[config.mk]
export PLATFORM = sky130hd
export DESIGN_NAME = ext_mem_port
export DESIGN_NICKNAME = d
export VERILOG_FILES = /design/src/rtl/pkg_en.sv /design/src/rtl/exmem_ret_buf.sv /design/src/rtl/ext_mem_port.sv
export SDC_FILE = /design/constraint.sdc
export NUM_CORES = 1
export LEC_CHECK = 0
export CAP_MARGIN = 0
export CELL_PAD_IN_SITES_DETAIL_PLACEMENT = 0
export CELL_PAD_IN_SITES_GLOBAL_PLACEMENT = 1
export CORE_ASPECT_RATIO = 0.9
export CORE_MARGIN = 8
export CORE_UTILIZATION = 38
export CTS_CLUSTER_SIZE = 20
export DETAILED_ROUTE_END_ITERATION = 10
export PLACE_DENSITY = 0.8
export RECOVER_POWER = 100
export SETUP_SLACK_MARGIN = 0.3
export SYNTH_ARGS = -nofsm -noshare
export SYNTH_HDL_FRONTEND = slang
export SYNTH_SLANG_ARGS = --single-unit
[constraint.sdc]
create_clock -name clock -period 4.5 [get_ports clock]
set_input_delay 0.9 -clock clock [delete_from_list [all_inputs] [get_ports clock]]
set_output_delay 0.9 -clock clock [all_outputs]
set_load 0.005 [all_outputs]
[src/rtl/pkg_en.sv]
// Shared token types and widths for the external memory port.
package pkg_en;

    localparam int unsigned WIDTH_EXADDR = 16;
    localparam int unsigned WIDTH_DATA   = 32;
    localparam int unsigned WIDTH_IDX    = 8;
    localparam int unsigned WIDTH_EXLEN  = 16;

    typedef struct packed {
        logic                  v;
        logic                  a;
        logic                  r;
        logic                  c;
        logic [WIDTH_IDX-1:0]  i;
        logic [WIDTH_DATA-1:0] d;
    } FTk_t;

    typedef struct packed {
        logic n;
        logic c;
    } BTk_t;

    typedef enum logic [2:0] {
        StIdle,
        StLoad,
        StDrain,
        StStore,
        StDone
    } exmem_state_t;

endpackage

[src/rtl/exmem_ret_buf.sv]
// Load return FIFO; its occupancy feeds the request credit check in the port.
module exmem_ret_buf
    import pkg_en::*;
#(
    parameter int unsigned DEPTH_BUF = 4
) (
    input  logic                       clock,
    input  logic                       reset,
    input  logic                       push,
    input  FTk_t                       push_data,
    input  logic                       pop,
    output FTk_t                       head,
    output logic                       empty,
    output logic                       full,
    output logic [$clog2(DEPTH_BUF):0] occupancy
);

    localparam int unsigned AW = $clog2(DEPTH_BUF);
    localparam int unsigned OW = AW + 1;

    FTk_t          mem [DEPTH_BUF];
    logic [AW-1:0] wr_ptr;
    logic [AW-1:0] rd_ptr;

    assign empty = (occupancy == '0);
    assign full  = (occupancy == OW'(DEPTH_BUF));
    assign head  = mem[rd_ptr];

    always_ff @(posedge clock) begin
        if (reset) begin
            wr_ptr    <= '0;
            rd_ptr    <= '0;
            occupancy <= '0;
        end else begin
            if (push) begin
                mem[wr_ptr] <= push_data;
                wr_ptr      <= wr_ptr + 1'b1;
            end
            if (pop) begin
                rd_ptr <= rd_ptr + 1'b1;
            end
            if (push && !pop) begin
                occupancy <= occupancy + 1'b1;
            end else if (pop && !push) begin
                occupancy <= occupancy - 1'b1;
            end
        end
    end

endmodule

[src/rtl/ext_mem_port.sv]
// Fabric-side load/store initiator for the external memory interface.
// Define EXMEM_IDX_EN to carry word addresses on FTk.i and check them on stores.
module ext_mem_port
    import pkg_en::*;
#(
    parameter int unsigned DEPTH_BUF = 4,
    parameter int unsigned WIDTH_LEN = WIDTH_EXLEN
) (
    input  logic                    clock,
    input  logic                    reset,
    input  logic                    I_Cmd_Valid,
    input  logic                    I_Cmd_St,
    input  logic [WIDTH_EXADDR-1:0] I_Cmd_Base,
    input  logic [WIDTH_LEN-1:0]    I_Cmd_Len,
    input  logic [WIDTH_EXADDR-1:0] I_Cmd_Stride,
    output logic                    O_Cmd_Ready,
    output logic                    O_Done,
    output logic                    O_Ld_Req,
    output logic [WIDTH_EXADDR-1:0] O_Ld_Addr,
    input  FTk_t                    I_Ld_FTk,
    output BTk_t                    O_Ld_BTk,
    output FTk_t                    O_FTk,
    input  BTk_t                    I_BTk,
    input  FTk_t                    I_FTk,
    output BTk_t                    O_BTk,
    output logic                    O_St_Req,
    output logic [WIDTH_EXADDR-1:0] O_St_Addr,
    output FTk_t                    O_St_FTk,
    input  BTk_t                    I_St_BTk
);

    exmem_state_t                state;
    logic [WIDTH_EXADDR-1:0]     addr;
    logic [WIDTH_EXADDR-1:0]     stride;
    logic [WIDTH_LEN-1:0]        req_cnt;
    logic [WIDTH_LEN-1:0]        ret_cnt;
    logic                        inflight;
    FTk_t                        stage;
    FTk_t                        push_word;
    FTk_t                        cap_word;
    FTk_t                        head;
    logic                        push, pop, empty, full;
    logic [$clog2(DEPTH_BUF):0]  occupancy;
    logic                        ld_req, st_accept, st_open, idx_ok, capture;
`ifdef EXMEM_IDX_EN
    logic [WIDTH_EXADDR-1:0]     ld_addr_last;
    logic [WIDTH_EXADDR-1:0]     cap_addr;
    logic                        idx_err;
`endif

    exmem_ret_buf #(.DEPTH_BUF(DEPTH_BUF)) u_ret_buf (
        .clock     (clock),
        .reset     (reset),
        .push      (push),
        .push_data (push_word),
        .pop       (pop),
        .head      (head),
        .empty     (empty),
        .full      (full),
        .occupancy (occupancy)
    );

    always_comb begin
        // Credit counts the word still in flight from last cycle's request.
        ld_req = (state == StLoad) && (req_cnt != '0) &&
                 ((32'(occupancy) + 32'(inflight)) < DEPTH_BUF);
        push = I_Ld_FTk.v && inflight;
        push_word   = '0;
        push_word.v = 1'b1;
        push_word.d = I_Ld_FTk.d;
        O_FTk = '0;
        if (!empty) begin
            O_FTk.v = 1'b1;
            O_FTk.d = head.d;
        end
`ifdef EXMEM_IDX_EN
        push_word.i = ld_addr_last[WIDTH_IDX-1:0];
        if (!empty) O_FTk.i = head.i;
`endif
        pop = O_FTk.v && !I_BTk.n;

        st_accept = (state == StStore) && stage.v && !I_St_BTk.n;
        st_open   = (state == StStore) && (req_cnt != '0) && (!stage.v || st_accept);
`ifdef EXMEM_IDX_EN
        cap_addr = stage.v ? addr + stride : addr;
        idx_ok   = (I_FTk.i == cap_addr[WIDTH_IDX-1:0]);
`else
        idx_ok   = 1'b1;
`endif
        capture    = st_open && I_FTk.v && idx_ok;
        cap_word   = '0;
        cap_word.v = 1'b1;
        cap_word.d = I_FTk.d;
`ifdef EXMEM_IDX_EN
        cap_word.i = I_FTk.i;
`endif
        O_BTk   = '0;
        O_BTk.n = (state == StStore) && !(st_open && idx_ok);
`ifdef EXMEM_IDX_EN
        O_BTk.c = idx_err;
`endif

        O_Ld_Req    = ld_req;
        O_Ld_Addr   = ld_req ? addr : '0;
        O_Ld_BTk    = '0;
        O_St_Req    = stage.v;
        O_St_Addr   = stage.v ? addr : '0;
        O_St_FTk    = stage;
        O_Cmd_Ready = (state == StIdle) && !reset;
        O_Done      = (state == StDone);
    end

    always_ff @(posedge clock) begin
        if (reset) begin
            state    <= StIdle;
            addr     <= '0;
            stride   <= '0;
            req_cnt  <= '0;
            ret_cnt  <= '0;
            inflight <= 1'b0;
            stage    <= '0;
`ifdef EXMEM_IDX_EN
            ld_addr_last <= '0;
            idx_err      <= 1'b0;
`endif
        end else begin
            inflight <= ld_req;
`ifdef EXMEM_IDX_EN
            if (ld_req) ld_addr_last <= addr;
            if (st_open && I_FTk.v && !idx_ok) idx_err <= 1'b1;
`endif
            unique case (state)
                StIdle: begin
                    if (I_Cmd_Valid) begin
                        addr    <= I_Cmd_Base;
                        stride  <= I_Cmd_Stride;
                        req_cnt <= I_Cmd_Len;
                        ret_cnt <= I_Cmd_Len;
                        if (I_Cmd_Len == '0) state <= StDone;
                        else if (I_Cmd_St)   state <= StStore;
                        else                 state <= StLoad;
                    end
                end
                StLoad: begin
                    if (ld_req) begin
                        addr    <= addr + stride;
                        req_cnt <= req_cnt - 1'b1;
                    end
                    if (pop) ret_cnt <= ret_cnt - 1'b1;
                    if (req_cnt == '0) state <= StDrain;
                end
                StDrain: begin
                    if (pop) ret_cnt <= ret_cnt - 1'b1;
                    if (ret_cnt == '0) state <= StDone;
                end
                StStore: begin
                    if (capture) begin
                        stage   <= cap_word;
                        req_cnt <= req_cnt - 1'b1;
                    end else if (st_accept) begin
                        stage <= '0;
                    end
                    if (st_accept) begin
                        addr    <= addr + stride;
                        ret_cnt <= ret_cnt - 1'b1;
                    end
                    if ((ret_cnt == '0) && !stage.v) state <= StDone;
                end
                StDone: state <= StIdle;
                default: state <= StIdle;
            endcase
        end
    end

    logic unused_bits;
    assign unused_bits = ^{full, head, I_Ld_FTk, I_FTk, I_BTk, I_St_BTk};

endmodule

# ---- After elaboration in Yosys (flattened, before gate mapping)
# Memories as Yosys holds them, arrays and structs flattened. A register that Yosys moved wholly into a read port is not among the register bits.
# Index checks and enable logic that the tools add are counted.
# Widths: inputs -> output; s select.
dict set report word_totals {
  mem_count 1
  wordCells 107
  ram_bits 128
  latch_bits 0
  mem_bits_ro 0
  reg_bits 119
  output_inout_bits 128
  input_bits 144
}
dict set report classes {
  bitwise_logic 0
  n_eq_ne 12
  addsub 8
  reduce_logical 39
  div_mod_pow 0
  n_mul 0
  order_cmp 1
  n_shift 0
  mux 31
}
# name depth width rd rd_clocked_by_memory_dff write_ports line
set memory_table {}
lappend memory_table {u_ret_buf.mem 4 32 1 1 1 exmem_ret_buf.sv:21} ;# FTk_t mem [DEPTH_BUF];
# cell n
set ops {}
lappend ops {{$mux 16} 10}
lappend ops {{$pmux 16 s3} 3}
lappend ops {{$mux 44} 2}
lappend ops {{$logic_not 16->1} 3}
lappend ops {{$mux 32} 1}
lappend ops {{$sub 16x1->16 const B} 2}
lappend ops {{$mux 3} 7}
lappend ops {{$add 16x16->16} 1}
lappend ops {{$reduce_and 4->1} 4}
lappend ops {{$reduce_bool 16->1} 1}
lappend ops {{$logic_and 1x1->1} 14}
lappend ops {{$pmux 3 s4} 1}
lappend ops {{$ne 2x2->1 const B} 5}
lappend ops {{$logic_not 1->1} 7}
lappend ops {{$eq 3x2->1 const B} 2}
lappend ops {{$logic_not 3->1} 2}
lappend ops {{$mux 2} 3}
lappend ops {{$ne 2x1->1 const B} 3}
lappend ops {{$reduce_bool 3->1} 2}
lappend ops {{$add 2x1->2 const B} 2}
lappend ops {{$add 3x1->4} 1}
lappend ops {{$lt 4x3->1 const B} 1}
lappend ops {{$mux 1} 4}
lappend ops {{$reduce_and 2->1} 2}
lappend ops {{7 further kinds} 8}

# ---- Logic depth before layout (Yosys ltp)
dict set report logic_depth {
  word_depth 8
  mapped_depth 10
  depth_no_buf 9
}

# ---- By module
# Synthesis repeated with hierarchy kept, for this count alone.
dict set report hier_totals {
  hier_cells 1087
  hier_area_um2 12985.0
}
# module n_inst seq_area_each_um2 cells_each area_per_inst_um2
set modules_own_cells {}
lappend modules_own_cells {exmem_ret_buf 1 5465.2 275 6842.8}
lappend modules_own_cells {ext_mem_port 1 2021.9 812 6142.1}

# ---- Worst setup path after synthesis
# No wires, ideal clock.
dict set report synth_path {
  path_type {register to output}
  from {register req_cnt[7]}
  to {output port O_Ld_Addr[10]}
  required_ns 3.600
  arrival_ns 2.359
  setup_slack_ns 1.241
  n_path_buf 3
  stages_incl_launch_ff 9
  cell_sequence {dfxtp_1 -> or4_4 -> or4b_4 -> buf_6 -> or2_4 -> and3b_1 -> buf_6 -> buf_6 -> and2_4}
}
dict set report synth_between {
  elab_chain_len 4
}
# element line
set synth_lines {}
lappend synth_lines {{start: declaration} ext_mem_port.sv:35} ;# logic [WIDTH_LEN-1:0] req_cnt;
lappend synth_lines {{start signal: assignment} ext_mem_port.sv:137} ;# req_cnt <= I_Cmd_Len;
lappend synth_lines {{start signal: assignment} ext_mem_port.sv:147} ;# req_cnt <= req_cnt - 1'b1;
lappend synth_lines {{start signal: assignment} ext_mem_port.sv:159} ;# req_cnt <= req_cnt - 1'b1;
lappend synth_lines {{$reduce_bool 16->1} ext_mem_port.sv:65} ;# ld_req = (state == StLoad) && (req_cnt != '0) &&
lappend synth_lines {{$logic_and 1x1->1 (2 in a row)} ext_mem_port.sv:65}
lappend synth_lines {{via O_Ld_Req} ext_mem_port.sv:18} ;# output logic O_Ld_Req,
lappend synth_lines {{$mux 16} ext_mem_port.sv:104} ;# O_Ld_Addr = ld_req ? addr : '0;
lappend synth_lines {{end: declaration} ext_mem_port.sv:19} ;# output logic [WIDTH_EXADDR-1:0] O_Ld_Addr,
# The timed path passes the listed nets, and every way through them passes these cells.

# ---- Final worst setup path
dict set report layout_path {
  from {register req_cnt[7]}
  to {output port O_Ld_Addr[12]}
}
dict set report layout_between {
  elab_chain_len 4
}
# element line
set layout_lines {}
lappend layout_lines {{$reduce_bool 16->1} ext_mem_port.sv:65}
lappend layout_lines {{$logic_and 1x1->1 (2 in a row)} ext_mem_port.sv:65}
lappend layout_lines {{$mux 16} ext_mem_port.sv:104}
# Every way passes these cells.

==> reports/metrics.cfg <==
[synth]
ys_warn_count=0
yosys.area.top_type_share_pct=34.68
synthTopCellsByCount=edfxtp_1, dfxtp_1, nand2_1
avgSynthCellArea_sq_um=11.25
synth_area_leaders=edfxtp_1, dfxtp_1, mux4_2
ys_async_sr_fraction_pct=0
syn_inst=985
ys_dominant_reg_cell=edfxtp_1
synth_cell_type_count=66
yosysMostFrequentCell=edfxtp_1
synth.ff_latch_count=238
synth_area_sq_mm=0.01108
synth_top_cell_by_area=edfxtp_1
synth-edff-count=128
synth-seq-area-share_pct=54.55

[timing]
setup_viol=0
slew_headroom_pct=-73.56
rsz0062_at_grt=false
tns_ns=0
clock_skew_ns=0.01416
worst_pin_slew_ns=2.603
layout_min_cycle_time_ns=4.255
slew_violations=89
hold_viol_final=0
hold_ws_ns=0.4619
min_period_over_period_pct=94.55
max_freq_ghz=0.2350

[cts]
htreeDepth=1
cts_root_buffer=clkbuf_16
numCtsBuffers=27
clock_sinks=238
cts_max_path_buffers=3
postCtsSetupRepairBufs=0
cts_hold_buf=0
insertion_delay_ns=0.54
cts_tree=yes
clk_pin_slew_ns=0.06

[power]
p_clk_share_pct=26.1
p_int_uw=5443
p_leak_uw=0.005336
swShare_pct=36.34
peakVddDrop_mv=0.2928
powerDensity_mw_per_mm2=594.5
comb_power_share_pct=40.0
p_seq_share_pct=33.9
p_switching_uw=3108

[worst_setup_path]
worstPathRequired_ns=3.60
crit_path_end_kind=primary output
slowest_stage=or4b_1
crit_arrival_ns=3.35
cp_cell_sequence=or4_1 -> or4b_1 -> or2_4 -> and3b_4 -> and2_4 -> clkdlybuf4s50_1
critical_path.max_stage_delay_ns=0.64
cp_num_buf_inv=1
critPathKind=reg2out
path_max_fanout=9
cp-start-kind=flip-flop
critical-path-top-delay-family=simple AND/OR/NAND/NOR gates

[global_route]
grt_usage_pct=16.51
grt_pass1_vias=8291
grt_max_degree=53
grt_pass1_wl_um=46330
antenna_found_initial=2
grt_overflow=0

[die]
io_pins=272
rows=59
fp.dieH_um=178.0
die_area_sq_mm=0.03489
initial_core_util_pct=38.50
core-area_sq_mm=0.02879
die_x_um=196.0

[place]
placed_area_sq_mm=0.01350
routabilityCongestion=0.8356
portBuffers=222
hpwl_um=21000

[hold_path]
min_path_type=reg2reg

[routing]
ant_nets=0
drtIter0Drc=460
drt-vias-per-instance=5.272
drcViolationCount=0
routed_wl_um=30350
wire_per_inst_um=19.23
route.vias.total=8319
drt_first_pass_iters=5

[final_layout]
final_area_sq_mm=0.01438
layout-drive-gt1-share_pct=8.993
diodes=0
areaGrowthSynthToFinish_pct=29.77
fin_nets=1361

[outcome]
outcome=complete, but fails checks
failed_checks=max-capacitance violations, max-slew violations

[run]
max_cap_viol_count=2

[flip-flops by register name, summed over array words and instances (netlist names), named ones only]
register and count:
u_ret_buf.mem 128, O_St_FTk 32, u_ret_buf.rd_ptr 2, u_ret_buf.wr_ptr 2
req_cnt 16, u_ret_buf.occupancy 3, state 3, addr 16
ret_cnt 16, O_St_Req 1, stride 16, inflight 1
[layout by cell type, fill, tap and decap left out, drive strengths merged, types with 5 or more instances in the layout]
cell type	n
edfxtp	128
or3	7
dfxtp	110
dlygate4sd3	100
clkdlybuf4s50	121
xor2	8
nand3	15
a31oi	7
nor3	25
o211ai	7
nand2	106
nor2	51
o41ai	5
clkbuf	47
a32o	5
a21oi	74
a311oi	5
o21ai	51
a211oi	11
o32ai	6
a21o	9
or2	5
xnor2	7
conb	25
inv	20
and2	43
nor2b	34
buf	12
nor4	10
mux4	32
and3	8
ha	24
a22o	33
[area by class of cell]
| cell class | instances | area [sq um] |
|---|---|---|
| flip-flops and latches | 238 | 6047 |
| inverters | 19 | 71.32 |
| repair buffers | 238 | 2321 |
| fillers | 2582 | 14410 |
| multi-input cells | 667 | 4573 |
| well taps | 366 | 457.9 |
| clock inverters | 8 | 130.1 |
| clock buffers | 42 | 782.0 |
[metal layers]
layer | GRT usage, % | vias to the layer above | wire length [um] | share of wire [%]
met5 | 0 | - | 26 | 0.086
met4 | 3.376 | 4 | 500 | 1.6
met3 | 4.527 | 37 | 1991 | 6.6
met2 | 28.10 | 228 | 14620 | 48
met1 | 20.92 | 4038 | 13210 | 44
li1 | - | 4012 | - | -
[worst register-to-register path: stages, from the launching register on]
cell and delay [ns]:
dfxtp_1 0.35, nor3_1 0.19, clkbuf_1 1.27, nor2_1 0.31, o31ai_1 0.35, or3_1 0.45
nor2_1 0.20, a32o_1 0.38
[path summary, 6_finish.rpt]
kind / end / cells after the start / from / slack, ns
max: O_Ld_Addr[12] / 6 / req_cnt[7] / 0.25
min reg2reg: stride[3] / 2 / stride[3] / 0.46
min: stride[3] / 2 / stride[3] / 0.46
max reg2reg: ret_cnt[7] / 7 / u_ret_buf.occupancy[0] / 0.89
[power groups by stage]
stage | sequential [uW] | combinational (uW) | clock [uW]
after floorplan | 2790 | 2450 | 0
after global placement | 2940 | 3500 | 0
after detailed placement | 2940 | 3520 | 0
after CTS | 2900 | 3550 | 2290
after global routing | 2950 | 3820 | 2380
final | 2900 | 3420 | 2230
[what timing repair did]
item / in CTS / in global routing
setup endpoints to repair: 17 / 16
gates resized for setup: 2 / 2
hold endpoints to repair: 0 / 0
gates cloned: 0 / 1
pin swaps: 0 / 1
[through the flow]
| step | util [%] | cells | total power [uW] | worst slack, ns |
|---|---|---|---|---|
| floorplan | - | 1009 | 5237 | 1.241 |
| global placement | 46.89 | 1527 | 6436 | 0.6668 |
| detailed placement | 46.89 | 1527 | 6466 | 0.6220 |
| CTS | 50.07 | 1577 | 8740 | 0.3008 |
| global route | 49.96 | 1578 | 9152 | 0.1731 |
| finish | 49.96 | 1578 | 8551 | 0.2451 |
[cells by family after synthesis]
kind of cell / after synthesis / share of synthesized area [%]
compound gates: 243 / 14.55
xor+xnor: 15 / 1.185
fa+ha+maj: 26 / 3.071
buf+inv: 105 / 5.137
flops: 238 / 54.55
mux: 35 / 6.774
other cells: 1 / 0.03384
simple gates: 322 / 14.70
No activity file was read; power rests on OpenSTA's default activity.
